## src/rtl/dynode_trig_pkg.sv

```systemverilog
// Shared types and constants for the multi-channel dynode trigger.
//   chan_state_t  : per-channel pickoff FSM state
//   bus_req_t     : decoded 34-bit register bus request {wr, rd, addr, wdata}
//   REG_*         : register offsets from BASE
//   FRAC_CLAMP    : largest fraction ever reported (6'h3F is reserved)
//   CALC_CYCLES   : cycles spent in CALC (diff -> reciprocal -> product)
//   recip16()     : 16-bit reciprocal table of a sample difference
package dynode_trig_pkg;

    typedef enum logic [1:0] {
        ST_IDLE = 2'd0,
        ST_SEEK = 2'd1,
        ST_CALC = 2'd2,
        ST_DONE = 2'd3
    } chan_state_t;

    typedef struct packed {
        logic        wr;
        logic        rd;
        logic [15:0] addr;
        logic [15:0] wdata;
    } bus_req_t;

    localparam logic [15:0] REG_THRESH = 16'd0;
    localparam logic [15:0] REG_MASK   = 16'd1;
    localparam logic [15:0] REG_TRIG   = 16'd2;
    localparam logic [15:0] REG_TOUT   = 16'd3;
    localparam logic [15:0] REG_PILEUP = 16'd4;

    localparam logic [5:0]  FRAC_CLAMP  = 6'h3E;
    localparam int          CALC_CYCLES = 3;

    // 65536/d, saturated: 0 and 1 both map to FFFF, 2 gives 8000.
    function automatic logic [15:0] recip16(input logic [11:0] d);
        logic [16:0] q;
        q = 17'h10000 / {5'd0, d};
        if (d < 12'd2)
            recip16 = 16'hFFFF;
        else
            recip16 = q[15:0];
    endfunction

endpackage

```

## src/rtl/dynode_trigger_multi_if.sv

```systemverilog
// Register bus between a host and dynode_trigger_multi.
//   ibus [33:0] : request {wr, rd, addr[15:0], wdata[15:0]} (see bus_req_t)
//   obus [15:0] : readback of the addressed register while rd is high, else 0
interface dynode_trigger_multi_if;
    logic [33:0] ibus;
    logic [15:0] obus;

    modport master (output ibus, input obus);
    modport slave  (input ibus, output obus);
endinterface

```

## src/rtl/dynode_pickoff_chan.sv

```systemverilog
// One dynode channel: delay taps, peak detect, half-height pickoff,
// crossing search, and the fractional-sample interpolation.
// Optional build macro: DYNODE_TRIG_PILEUP_REJECT_EN (a peak during SEEK/CALC
// aborts the channel and raises pileup_evt; otherwise such a peak is ignored).
//
//   clk, rst_n   : clock, synchronised active-low reset
//   sample       : current unsigned sample
//   thresh       : peak must exceed this level
//   en           : channel enable; clearing it aborts any activity
//   grant        : arbiter has taken this channel's result
//   done         : result valid and waiting for grant
//   frac         : sub-sample crossing time in 1/64 sample
//   timeout_evt  : SEEK expired without a crossing this cycle
//   pileup_evt   : peak arrived while busy and the channel is aborting
//
//   state | meaning
//   IDLE  | waiting for a qualified peak
//   SEEK  | pickoff latched, watching taps 6/7 for the leading-edge crossing
//   CALC  | three-stage interpolation pipeline running
//   DONE  | frac valid, waiting for arbiter grant
module dynode_pickoff_chan
    import dynode_trig_pkg::*;
#(
    parameter int DW      = 8,
    parameter int TIMEOUT = 10
) (
    input  logic          clk,
    input  logic          rst_n,
    input  logic [DW-1:0] sample,
    input  logic [DW-1:0] thresh,
    input  logic          en,
    input  logic          grant,
    output logic          done,
    output logic [5:0]    frac,
    output logic          timeout_evt,
    output logic          pileup_evt
);

    logic [DW-1:0] tap [8];
    logic          over, inc, over_d, inc_d;
    logic          peak, crossing, pileup_hit;
    chan_state_t   state, state_nxt;
    logic [DW-1:0] pickoff, above, below, diff0, diff1;
    logic [15:0]   inv;
    logic [3:0]    tmr;
    logic [1:0]    calc_cnt;
    logic [23:0]   prod;
    logic [5:0]    frac_raw;
    logic          unused_prod;

    // tap[i] holds the sample from i+1 cycles ago.
    always_ff @(posedge clk or negedge rst_n) begin
        if (!rst_n) begin
            for (int i = 0; i < 8; i++) tap[i] <= '0;
            over   <= 1'b0;
            inc    <= 1'b0;
            over_d <= 1'b0;
            inc_d  <= 1'b0;
        end else begin
            tap[0] <= sample;
            for (int i = 1; i < 8; i++) tap[i] <= tap[i-1];
            over   <= (sample > thresh);
            inc    <= (sample >= tap[0]);
            over_d <= over;
            inc_d  <= inc;
        end
    end

    // Peak value is tap[1]: the sample that stopped rising.
    assign peak     = inc_d & ~inc & over_d;
    // Taps 6/7 look back far enough to see the leading edge of the pulse.
    assign crossing = (tap[6] > pickoff) && (tap[7] <= pickoff);

`ifdef DYNODE_TRIG_PILEUP_REJECT_EN
    assign pileup_hit = peak && ((state == ST_SEEK) || (state == ST_CALC));
`else
    assign pileup_hit = 1'b0;
`endif

    always_ff @(posedge clk or negedge rst_n) begin
        if (!rst_n)
            state <= ST_IDLE;
        else
            state <= state_nxt;
    end

    always_comb begin
        state_nxt = state;
        case (state)
            ST_IDLE: if (en && peak) state_nxt = ST_SEEK;
            ST_SEEK: begin
                if (!en || pileup_hit)  state_nxt = ST_IDLE;
                else if (crossing)      state_nxt = ST_CALC;
                else if (tmr == 4'd0)   state_nxt = ST_IDLE;
            end
            ST_CALC: begin
                if (!en || pileup_hit)    state_nxt = ST_IDLE;
                else if (calc_cnt == 2'd0) state_nxt = ST_DONE;
            end
            ST_DONE: if (!en || grant) state_nxt = ST_IDLE;
            default: state_nxt = ST_IDLE;
        endcase
    end

    always_comb begin
        done        = 1'b0;
        timeout_evt = 1'b0;
        pileup_evt  = 1'b0;
        case (state)
            ST_SEEK: begin
                pileup_evt  = en && pileup_hit;
                timeout_evt = en && !pileup_hit && !crossing && (tmr == 4'd0);
            end
            ST_CALC: pileup_evt = en && pileup_hit;
            ST_DONE: done = en;
            default: ;
        endcase
    end

    assign prod        = 24'(diff1) * {8'd0, inv};
    assign frac_raw    = prod[15:10];
    assign unused_prod = ^{prod[23:16], prod[9:0]};

    // CALC pipeline: diffs, then reciprocal, then product. Each stage is
    // refreshed every CALC cycle; above/below are stable so the final
    // frac written on the last CALC cycle is the fully propagated one.
    always_ff @(posedge clk or negedge rst_n) begin
        if (!rst_n) begin
            pickoff  <= '0;
            above    <= '0;
            below    <= '0;
            diff0    <= '0;
            diff1    <= '0;
            inv      <= '0;
            frac     <= '0;
            tmr      <= '0;
            calc_cnt <= '0;
        end else begin
            if (state == ST_IDLE && state_nxt == ST_SEEK) begin
                pickoff <= tap[1] >> 1;
                tmr     <= 4'(TIMEOUT - 1);
            end else if (state == ST_SEEK) begin
                tmr <= tmr - 4'd1;
            end

            if (state == ST_SEEK && state_nxt == ST_CALC) begin
                above    <= tap[6];
                below    <= tap[7];
                calc_cnt <= 2'(CALC_CYCLES - 1);
            end else if (state == ST_CALC) begin
                calc_cnt <= calc_cnt - 2'd1;
            end

            if (state == ST_CALC) begin
                diff0 <= above - below;
                diff1 <= pickoff - below;
                inv   <= recip16(12'(diff0));
                frac  <= (frac_raw == 6'h3F) ? FRAC_CLAMP : frac_raw;
            end
        end
    end

endmodule

```

## src/rtl/dynode_trigger_multi.sv

```systemverilog
// Multi-channel dynode constant-fraction trigger: NCH pickoff channels,
// lowest-index arbitration of finished channels, trigger outputs and the
// register file.
// Optional build macro: DYNODE_TRIG_PILEUP_REJECT_EN (pileup abort in the
// channels; BASE+4 counts them, and reads 0 when the macro is undefined).
//
//   clk      : clock, rising edge
//   reset    : asynchronous active-low reset, released through two flops
//   bus      : register bus (slave side), see dynode_trigger_multi_if
//   data_in  : NCH samples, channel k at [k*DW +: DW]
//   single   : one-cycle trigger pulse
//   offset   : sub-sample trigger time in 1/64 sample (holds between pulses)
//   chan     : channel index of the last trigger (holds between pulses)
//
// Registers (BASE+n): 0 thresh_low RW, 1 enable mask RW, 2 trigger count RO,
// 3 timeout count RO, 4 pileup count RO.
module dynode_trigger_multi
    import dynode_trig_pkg::*;
#(
    parameter int          NCH     = 4,
    parameter int          DW      = 8,
    parameter logic [15:0] BASE    = 16'h0E00,
    parameter int          TIMEOUT = 10
) (
    input  logic                   clk,
    input  logic                   reset,
    dynode_trigger_multi_if.slave  bus,
    input  logic [NCH*DW-1:0]      data_in,
    output logic                   single,
    output logic [5:0]             offset,
    output logic [2:0]             chan
);

    logic [1:0]     rst_sync;
    logic           rst_n;
    bus_req_t       req;
    logic [DW-1:0]  thresh_low;
    logic [NCH-1:0] en_mask;
    logic [15:0]    trig_cnt, tout_cnt, pileup_cnt;
    logic [NCH-1:0] done, grant, tout_evt, pile_evt;
    logic [5:0]     frac_arr [NCH];
    logic           gvalid;
    logic [2:0]     gidx;
    logic [5:0]     gfrac;
    logic [3:0]     tout_inc, pile_inc;
    logic           unused_wdata;

    // Assertion is immediate, release is aligned to clk.
    always_ff @(posedge clk or negedge reset) begin
        if (!reset)
            rst_sync <= 2'b00;
        else
            rst_sync <= {rst_sync[0], 1'b1};
    end
    assign rst_n = rst_sync[1];

    assign req          = bus_req_t'(bus.ibus);
    assign unused_wdata = ^req.wdata;

    for (genvar k = 0; k < NCH; k++) begin : g_chan
        dynode_pickoff_chan #(
            .DW      (DW),
            .TIMEOUT (TIMEOUT)
        ) u_chan (
            .clk         (clk),
            .rst_n       (rst_n),
            .sample      (data_in[k*DW +: DW]),
            .thresh      (thresh_low),
            .en          (en_mask[k]),
            .grant       (grant[k]),
            .done        (done[k]),
            .frac        (frac_arr[k]),
            .timeout_evt (tout_evt[k]),
            .pileup_evt  (pile_evt[k])
        );
    end

    // Lowest-index DONE channel wins; others stay parked in DONE.
    always_comb begin
        grant  = '0;
        gvalid = 1'b0;
        gidx   = '0;
        gfrac  = '0;
        for (int k = 0; k < NCH; k++) begin
            if (done[k] && !gvalid) begin
                grant[k] = 1'b1;
                gvalid   = 1'b1;
                gidx     = 3'(k);
                gfrac    = frac_arr[k];
            end
        end
    end

    // Several channels may time out or pile up in the same cycle.
    always_comb begin
        tout_inc = '0;
        pile_inc = '0;
        for (int k = 0; k < NCH; k++) begin
            tout_inc = tout_inc + 4'(tout_evt[k]);
            pile_inc = pile_inc + 4'(pile_evt[k]);
        end
    end

    always_ff @(posedge clk or negedge rst_n) begin
        if (!rst_n) begin
            single     <= 1'b0;
            offset     <= '0;
            chan       <= '0;
            trig_cnt   <= '0;
            tout_cnt   <= '0;
            pileup_cnt <= '0;
        end else begin
            single <= gvalid;
            if (gvalid) begin
                offset <= gfrac;
                chan   <= gidx;
            end
            trig_cnt   <= trig_cnt + 16'(gvalid);
            tout_cnt   <= tout_cnt + 16'(tout_inc);
            pileup_cnt <= pileup_cnt + 16'(pile_inc);
        end
    end

    always_ff @(posedge clk or negedge rst_n) begin
        if (!rst_n) begin
            thresh_low <= '0;
            en_mask    <= '1;
        end else if (req.wr) begin
            if (req.addr == BASE + REG_THRESH) thresh_low <= req.wdata[DW-1:0];
            if (req.addr == BASE + REG_MASK)   en_mask    <= req.wdata[NCH-1:0];
        end
    end

    always_comb begin
        bus.obus = '0;
        if (req.rd) begin
            if (req.addr == BASE + REG_THRESH)      bus.obus = 16'(thresh_low);
            else if (req.addr == BASE + REG_MASK)   bus.obus = 16'(en_mask);
            else if (req.addr == BASE + REG_TRIG)   bus.obus = trig_cnt;
            else if (req.addr == BASE + REG_TOUT)   bus.obus = tout_cnt;
            else if (req.addr == BASE + REG_PILEUP) bus.obus = pileup_cnt;
        end
    end

endmodule
```

## src/flat_wrapper.sv

```systemverilog
// flat-port wrapper written by rule: the top's interface ports become plain ports
module dynode_trigger_multi_flat import dynode_trig_pkg::*;
#(
    parameter int          NCH     = 4,
    parameter int          DW      = 8,
    parameter logic [15:0] BASE    = 16'h0E00,
    parameter int          TIMEOUT = 10
)
  (clk, reset, data_in, single, offset, chan, bus_ibus, bus_obus);
  dynode_trigger_multi_if bus_i ();
  input  logic clk;
  input  logic reset;
  input  logic [NCH*DW-1:0] data_in;
  output logic single;
  output logic [5:0] offset;
  output logic [2:0] chan;
  input wire logic [$bits(bus_i.ibus)-1:0] bus_ibus;
  output wire logic [$bits(bus_i.obus)-1:0] bus_obus;
  assign bus_i.ibus = bus_ibus;
  assign bus_obus = bus_i.obus;
  dynode_trigger_multi #(.NCH(NCH), .DW(DW), .BASE(BASE), .TIMEOUT(TIMEOUT)) u_core (.clk(clk), .reset(reset), .bus(bus_i), .data_in(data_in), .single(single), .offset(offset), .chan(chan));
endmodule
```

## config.mk

```make
export PLATFORM = sky130hd
export DESIGN_NAME = dynode_trigger_multi_flat
export DESIGN_NICKNAME = d
export VERILOG_FILES = /design/src/rtl/dynode_trig_pkg.sv /design/src/rtl/dynode_trigger_multi_if.sv /design/src/rtl/dynode_pickoff_chan.sv /design/src/rtl/dynode_trigger_multi.sv /design/src/flat_wrapper.sv
export SDC_FILE = /design/constraint.sdc
export NUM_CORES = 2
export LEC_CHECK = 0
export ABC_AREA = 1
export BUFFER_PORTS_ARGS = -buffer_cell sky130_fd_sc_hd__buf_2
export CAP_MARGIN = 20
export CORE_MARGIN = 2
export CORE_UTILIZATION = 45
export DETAILED_ROUTE_END_ITERATION = 12
export PLACE_DENSITY = 0.62
export SLEW_MARGIN = 20
export SYNTH_ARGS = -nofsm -noshare
export SYNTH_HDL_FRONTEND = slang
export SYNTH_SLANG_ARGS = --single-unit
```

## constraint.sdc

```tcl
create_clock -name clk -period 29.1 [get_ports clk]
set_input_delay 1.455 -clock clk [delete_from_list [all_inputs] [get_ports clk]]
set_output_delay 1.455 -clock clk [all_outputs]
set_load 0.005 [all_outputs]
```

Word level (Yosys, flattened, before mapping). Index checks and enable logic that the tools add are counted.

Logic and storage cells: 332. Input port bits: 68. Bits in registers: 604.

Reductions and logical operators: 64. Bitwise gates (word level): 12. $add $sub $neg: 21. $lt $le $gt $ge: 20. Divide/modulo/power cells: 4. Eq/ne operators: 28. Multiplexer cells: 83. $mul: 4.

Operator list (number): $mux 16 (9); $mux 2 (38); $div 17x8->17 const A (4); $eq 16x12->1 const B (4); $mul 8x16->16 (4); $mux 6 (8); $ge 8x8->1 (4); $gt 8x7->1 (4); $gt 8x8->1 (4); $le 8x7->1 (4); $lt 8x2->1 const B (4); $mux 4 (8); $pmux 2 s4 (4); $sub 7x8->8 (4); $sub 8x8->8 (4); $logic_and 1x1->1 (27); $eq 2x2->1 const B (12); $eq 6x6->1 const B (4); $add 16x1->16 (1); $add 16x4->16 (1); $eq 2x1->1 const B (8); $logic_not 2->1 (8); $logic_not 4->1 (4); $mux 1 (16); 10 further kinds (48).

Depth between registers and ports, before layout.
Depth after elaboration: 18. Depth in mapped cells: 210. Gate-level depth less buffers: 201.

Modules after synthesis. A second synthesis with hierarchy kept.

Cell total of the unflattened synthesis: 8391. Area total of the unflattened synthesis: 62258.5 um^2.

By module, submodules not included: dynode_pickoff_chan at u_core.g_chan[3].u_chan (cells each 2002, instances 1, area an instance 14655.3 um^2); dynode_pickoff_chan at u_core.g_chan[0].u_chan (cells each 1960, instances 1, area an instance 14589.0 um^2); dynode_pickoff_chan at u_core.g_chan[1].u_chan (cells each 1995, instances 1, area an instance 14566.5 um^2); dynode_pickoff_chan at u_core.g_chan[2].u_chan (cells each 1939, instances 1, area an instance 14411.3 um^2); dynode_trigger_multi (cells each 495, instances 1, area an instance 4036.4 um^2).

Least setup slack after synthesis. No wires, ideal clock.

Path kind: reg-to-reg. From: reg u_core.g_chan[0].u_chan.diff0[2]. To: reg u_core.g_chan[0].u_chan.inv[0]. Library setup time: 113 ps. Path slack: 3904 ps. Stages on the path, launching flop included: 189. Data required time: 28987 ps. Data arrival time: 25083 ps. Buffers on the path: 9. Path through: dfrtp_1 > inv_1 > nand3_1 > nor3_1 > inv_1 > ha_1 > nand2_1 > a21oi_1 > nand2_1 > nor2_1 > ha_1 > inv_1 > nor2_1 > o21ai_1 > nand2_1 > nand3_1 > nand2_1 > ha_1 > (+153 left out) > nand3_1 > nor2_2 > nand3_2 > buf_6 > buf_4 > nor2_1 > a21oi_1 > ha_1 > a21oi_1 > o21a_1 > o21ai_0 > a211o_1 > a21oi_1 > nand3_1 > nor2_1 > nand3_1 > nand2_1 > inv_1.

Word-level cells in the longest chain between the ends: 2.

Ends and longest elaborated chain: start: declaration (RTL line dynode_pickoff_chan.sv:43) `logic [DW-1:0] pickoff, above, below, diff0, diff1;`; start signal: assignment (RTL line dynode_pickoff_chan.sv:155) `diff0 <= above - below;`; $div 17x8->17 or $lt 8x2->1 (tied branches) (RTL line dynode_trig_pkg.sv:36, dynode_trig_pkg.sv:37); $mux 16 (*) (RTL line dynode_trig_pkg.sv:37) `if (d < 12'd2)`; end signal: assignment (RTL line dynode_pickoff_chan.sv:157) `inv <= recip16(12'(diff0));`; end: declaration (RTL line dynode_pickoff_chan.sv:44) `logic [15:0] inv;`.

Mark *: on every way between the ends. The rest lies on a longest branch, timed or not. A chain may end at the register's enable or synchronous reset.

Worst setup path in the final report.
From: reg u_core.g_chan[1].u_chan.diff0[1]. To: reg u_core.g_chan[1].u_chan.inv[0].

Word-level cells in the longest chain between the ends: 2.

Ends and longest elaborated chain (RTL line): start: declaration (dynode_pickoff_chan.sv:43); start signal: assignment (dynode_pickoff_chan.sv:155); $div 17x8->17 or $lt 8x2->1 (tied branches) (dynode_trig_pkg.sv:36, dynode_trig_pkg.sv:37); $mux 16 (*) (dynode_trig_pkg.sv:37); end signal: assignment (dynode_pickoff_chan.sv:157); end: declaration (dynode_pickoff_chan.sv:44).

Marked as above.

==> flow_summary.toml <==
[synth]
ys_seq_elements = 603
syn-cell-area_um2 = 60600
async_reset_ff_share_pct = 100
ys.flop_type = "dfrtp_1"
syn_inst = 8195
synth_cell_types = 79
yosysWarnings = 0
synth_fp_nets = 9152
synth-edff-count = 0
syn_avg_cell_area_um2 = 7.39
ys_seq_area_share_pct = 24.9

[worst_hold_path]
hold_class = "reg2reg"
hold_start = "u_core.g_chan[0].u_chan.tap[17]"
hold_path_end = "u_core.g_chan[0].u_chan.tap[9]"
min_path_cells = 0

[critical_path]
cp-end-kind = "register"
cpMaxStageDelayCell = "dfrtp_1"
worst-path-buf-inv = 27
crit_path_start_kind = "register"
critPathMaxStageDelay_ns = 0.44
reg2reg_slack_ns = 2.72
crit_required_ns = 29.63
reg2reg_depth = 185
r2r_start = "u_core.g_chan[1].u_chan.diff0[1]"
timing.rr.end = "u_core.g_chan[1].u_chan.inv[0]"
crit_top_cell = "nand2_1"
path_class = "reg2reg"
path_max_fanout = 20
cp_top_family = "simple AND/OR/NAND/NOR gates"
arrival_ns = 26.91

[power_and_ir_drop]
ir_drop_uv = 51.1
p_total_mw = 1.81
power_density_nw_per_um2 = 27.3
leakage_nw = 37.8

[timing]
setup_viol = 0
skew_ns = 0.0276
rsz0062_at_grt = "true"
slew_headroom_pct = 34.5
fin_crit_sh_pct = 90.7
timing_hold_violations_final = 0
whs_ns = 0.336
tightest_slew_ns = 0.977
slew_viol_final = 0
min_period_ns = 26.38
finalSetupTns_ns = 0
fmax_ghz = 0.0379

[place]
gp_congestion = 0.864
placed_cells_incl_taps = 9922
hpwlAfterDp_um = 109000
port_buffers = 84

[flow_run]
maxCapViolations = 0

[cells_and_area]
fillers = 13100
layout-drive-gt1-share_pct = 9.94
multiInputGateArea_um2 = 39600
register_area_um2 = 15100
fin_cells = 10100
final_core_util_pct = 49.8
antenna-diode-count = 0
finalNetCount = 9277
area_delta_synth_final_pct = 9.74

[outcome]
run_status = "finished, final reports clean"

[clock_network]
clockBufferDepth = 3
cts_sinks = 603
path_clk_slew_ns = 0.06
cts_root_buffer = "clkbuf_16"
htree_levels = 3
clock_latency_ns = 0.64
cts_tree = "built"
cts_buffers = 68

[floorplanning]
die_area_um2 = 138000
core_um2 = 133000
rows = 134
fp.dieH_um = 371
start_util_pct = 45.4
io_pins = 94
chipWidth_um = 371

[route]
via_per_inst = 5.09
routed_wl_um = 142000
first_pass_iters = 6
drc_errors = 0
num_vias = 51600
drt_iter0_markers = 2924
routedWlPerCell_um = 14.0
route.antenna.remaining_nets = 0

[global_route]
grt_max_degree = 172
antenna_found_initial = 8
track_usage_pct = 20.7
gr-total-overflow = 0
grt_pass1_vias = 50400
grt_pass1_wl_um = 242000
-- per-layer routing --
layer	global-route usage, %	wire (µm)	vias to the layer above
met2	34.9	65500	752
met4	4.19	2320	16
met5	0	102	-
met1	28.7	68500	24100
li1	-	-	26500
met3	2.35	5240	174
-- worst max-delay path by stage --
stage	start	end	slack [ns]	cells past startpoint
after global placement	u_core.g_chan[1].u_chan.diff0[1]	u_core.g_chan[1].u_chan.inv[0]	0.74	180
after floorplan	u_core.g_chan[0].u_chan.diff0[2]	u_core.g_chan[0].u_chan.inv[0]	3.90	188
after global routing	u_core.g_chan[1].u_chan.diff0[1]	u_core.g_chan[1].u_chan.inv[0]	-0.22	185
after detailed placement	u_core.g_chan[1].u_chan.diff0[1]	u_core.g_chan[1].u_chan.inv[0]	0.31	179
final	u_core.g_chan[1].u_chan.diff0[1]	u_core.g_chan[1].u_chan.inv[0]	2.72	185
after CTS	u_core.g_chan[1].u_chan.diff0[1]	u_core.g_chan[1].u_chan.inv[0]	0.17	179
-- synth_stat cells, drive strengths merged (13+ instances only) --
library cell | instances | area, µm²
a211oi | 16 | 120
dfrtp | 599 | 15000
nor2 | 572 | 2460
and2 | 18 | 113
a21oi | 471 | 2400
inv | 1454 | 5460
o21ai | 495 | 2530
o211ai | 29 | 241
xnor2 | 146 | 1280
o22ai | 48 | 300
nor3 | 85 | 458
ha | 643 | 8050
o21a | 23 | 173
nand3 | 523 | 3070
a32oi | 13 | 114
a31oi | 16 | 100
fa | 246 | 4920
clkinv | 14 | 53.8
o21bai | 37 | 278
a21o | 30 | 225
clkbuf | 135 | 507
mux2 | 19 | 214
nand3b | 27 | 228
nand2 | 1957 | 7620
or2 | 48 | 300
buf | 59 | 453
nand4 | 109 | 728
xor2 | 265 | 2320
o31ai | 25 | 188
-- kinds of logic after synthesis --
logic type                 after synthesis  share of synthesized area [%]
muxes                                   19                          0.353
adders and majority gates              889                           21.4
and+or+nand+nor                       3369                           25.1
xor gates and xnor gates               411                           5.94
buffers and inverters                 1662                           10.7
AOI/OAI and AO/OA                     1240                           11.6
DFF                                    603                           24.9
other                                    2                         0.0124
-- state kept, by name (all words and copies together) (netlist names), 16 cells and up --
register,count
u_core.g_chan.u_chan.tmr,16
u_core.g_chan.u_chan.below,32
u_core.g_chan.u_chan.diff1,32
u_core.g_chan.u_chan.above,32
u_core.g_chan.u_chan.diff0,32
u_core.g_chan.u_chan.inv,64
u_core.tout_cnt,16
u_core.g_chan.u_chan.frac,24
u_core.trig_cnt,16
u_core.g_chan.u_chan.pickoff,28
u_core.g_chan.u_chan.tap,256
-- cells in the final DEF (no fill, tap or decap), types with 15 or more instances in the layout --
cell type      n
o21a_1        23
and2_1        18
nand3_4       23
inv_1       1395
or2_2         38
o211ai_1      26
clkinvlp_4    17
nor2_4        34
o21ai_2       19
o21ai_0      411
o21bai_1      36
nor2_2        42
dfrtp_1      596
nand3_2       58
nand2_1     1872
a21o_1        30
a21oi_2       32
clkbuf_16     68
o21ai_1       64
nor2_1       497
xnor2_1      146
nand3b_1      25
o22ai_1       48
a211oi_1      16
xor2_1       265
fa_1         246
nand4_1      103
a31oi_1       15
ha_1         638
buf_4        153
inv_2         42
nor3_1        76
mux2_2        19
a21oi_1      432
nand2_2       69
nand2_4       15
nand3_1      444
o31ai_1       19
buf_2         84
-- worst reg2reg max path: cells and delay by family, from the launching register on --
family,cells,cell delay [ns]
AOI/OAI and AO/OA,57,8.38
DFF,1,0.44
buffers and inverters,27,2.80
adders and majority gates,16,5.06
and+or+nand+nor,85,9.60
-- through the flow --
step                worst slack, ns  instance area, µm²
CTS                           0.166               65100
global placement              0.743               62800
floorplan                      3.90               60600
finish                         2.72               66500
detailed placement            0.307               62800
global route                 -0.217               66500
-- area by class of cell --
class,instances,area share (%)
multi-input cells,5934,59.5
flip-flops and latches,603,22.7
inverters,1468,8.40
well taps,1768,3.33
clock buffers,86,2.78
repair buffers,244,2.51
clock inverters,35,0.727
repair inverters,1,0.00753
-- repair_timing --
item,CTS,global route
endpoints found under the setup margin,0,8
resized for setup,0,172
setup buffers,0,88
hold buffers,0,0
-- power by group --
group	switching [mW]	internal (mW)	total, mW
logic	0.0343	0.0160	0.0504
registers	0.0108	0.859	0.870
clock network	0.363	0.528	0.891
total	0.408	1.40	1.81
Note: power is estimated with default switching activity, not from simulation.
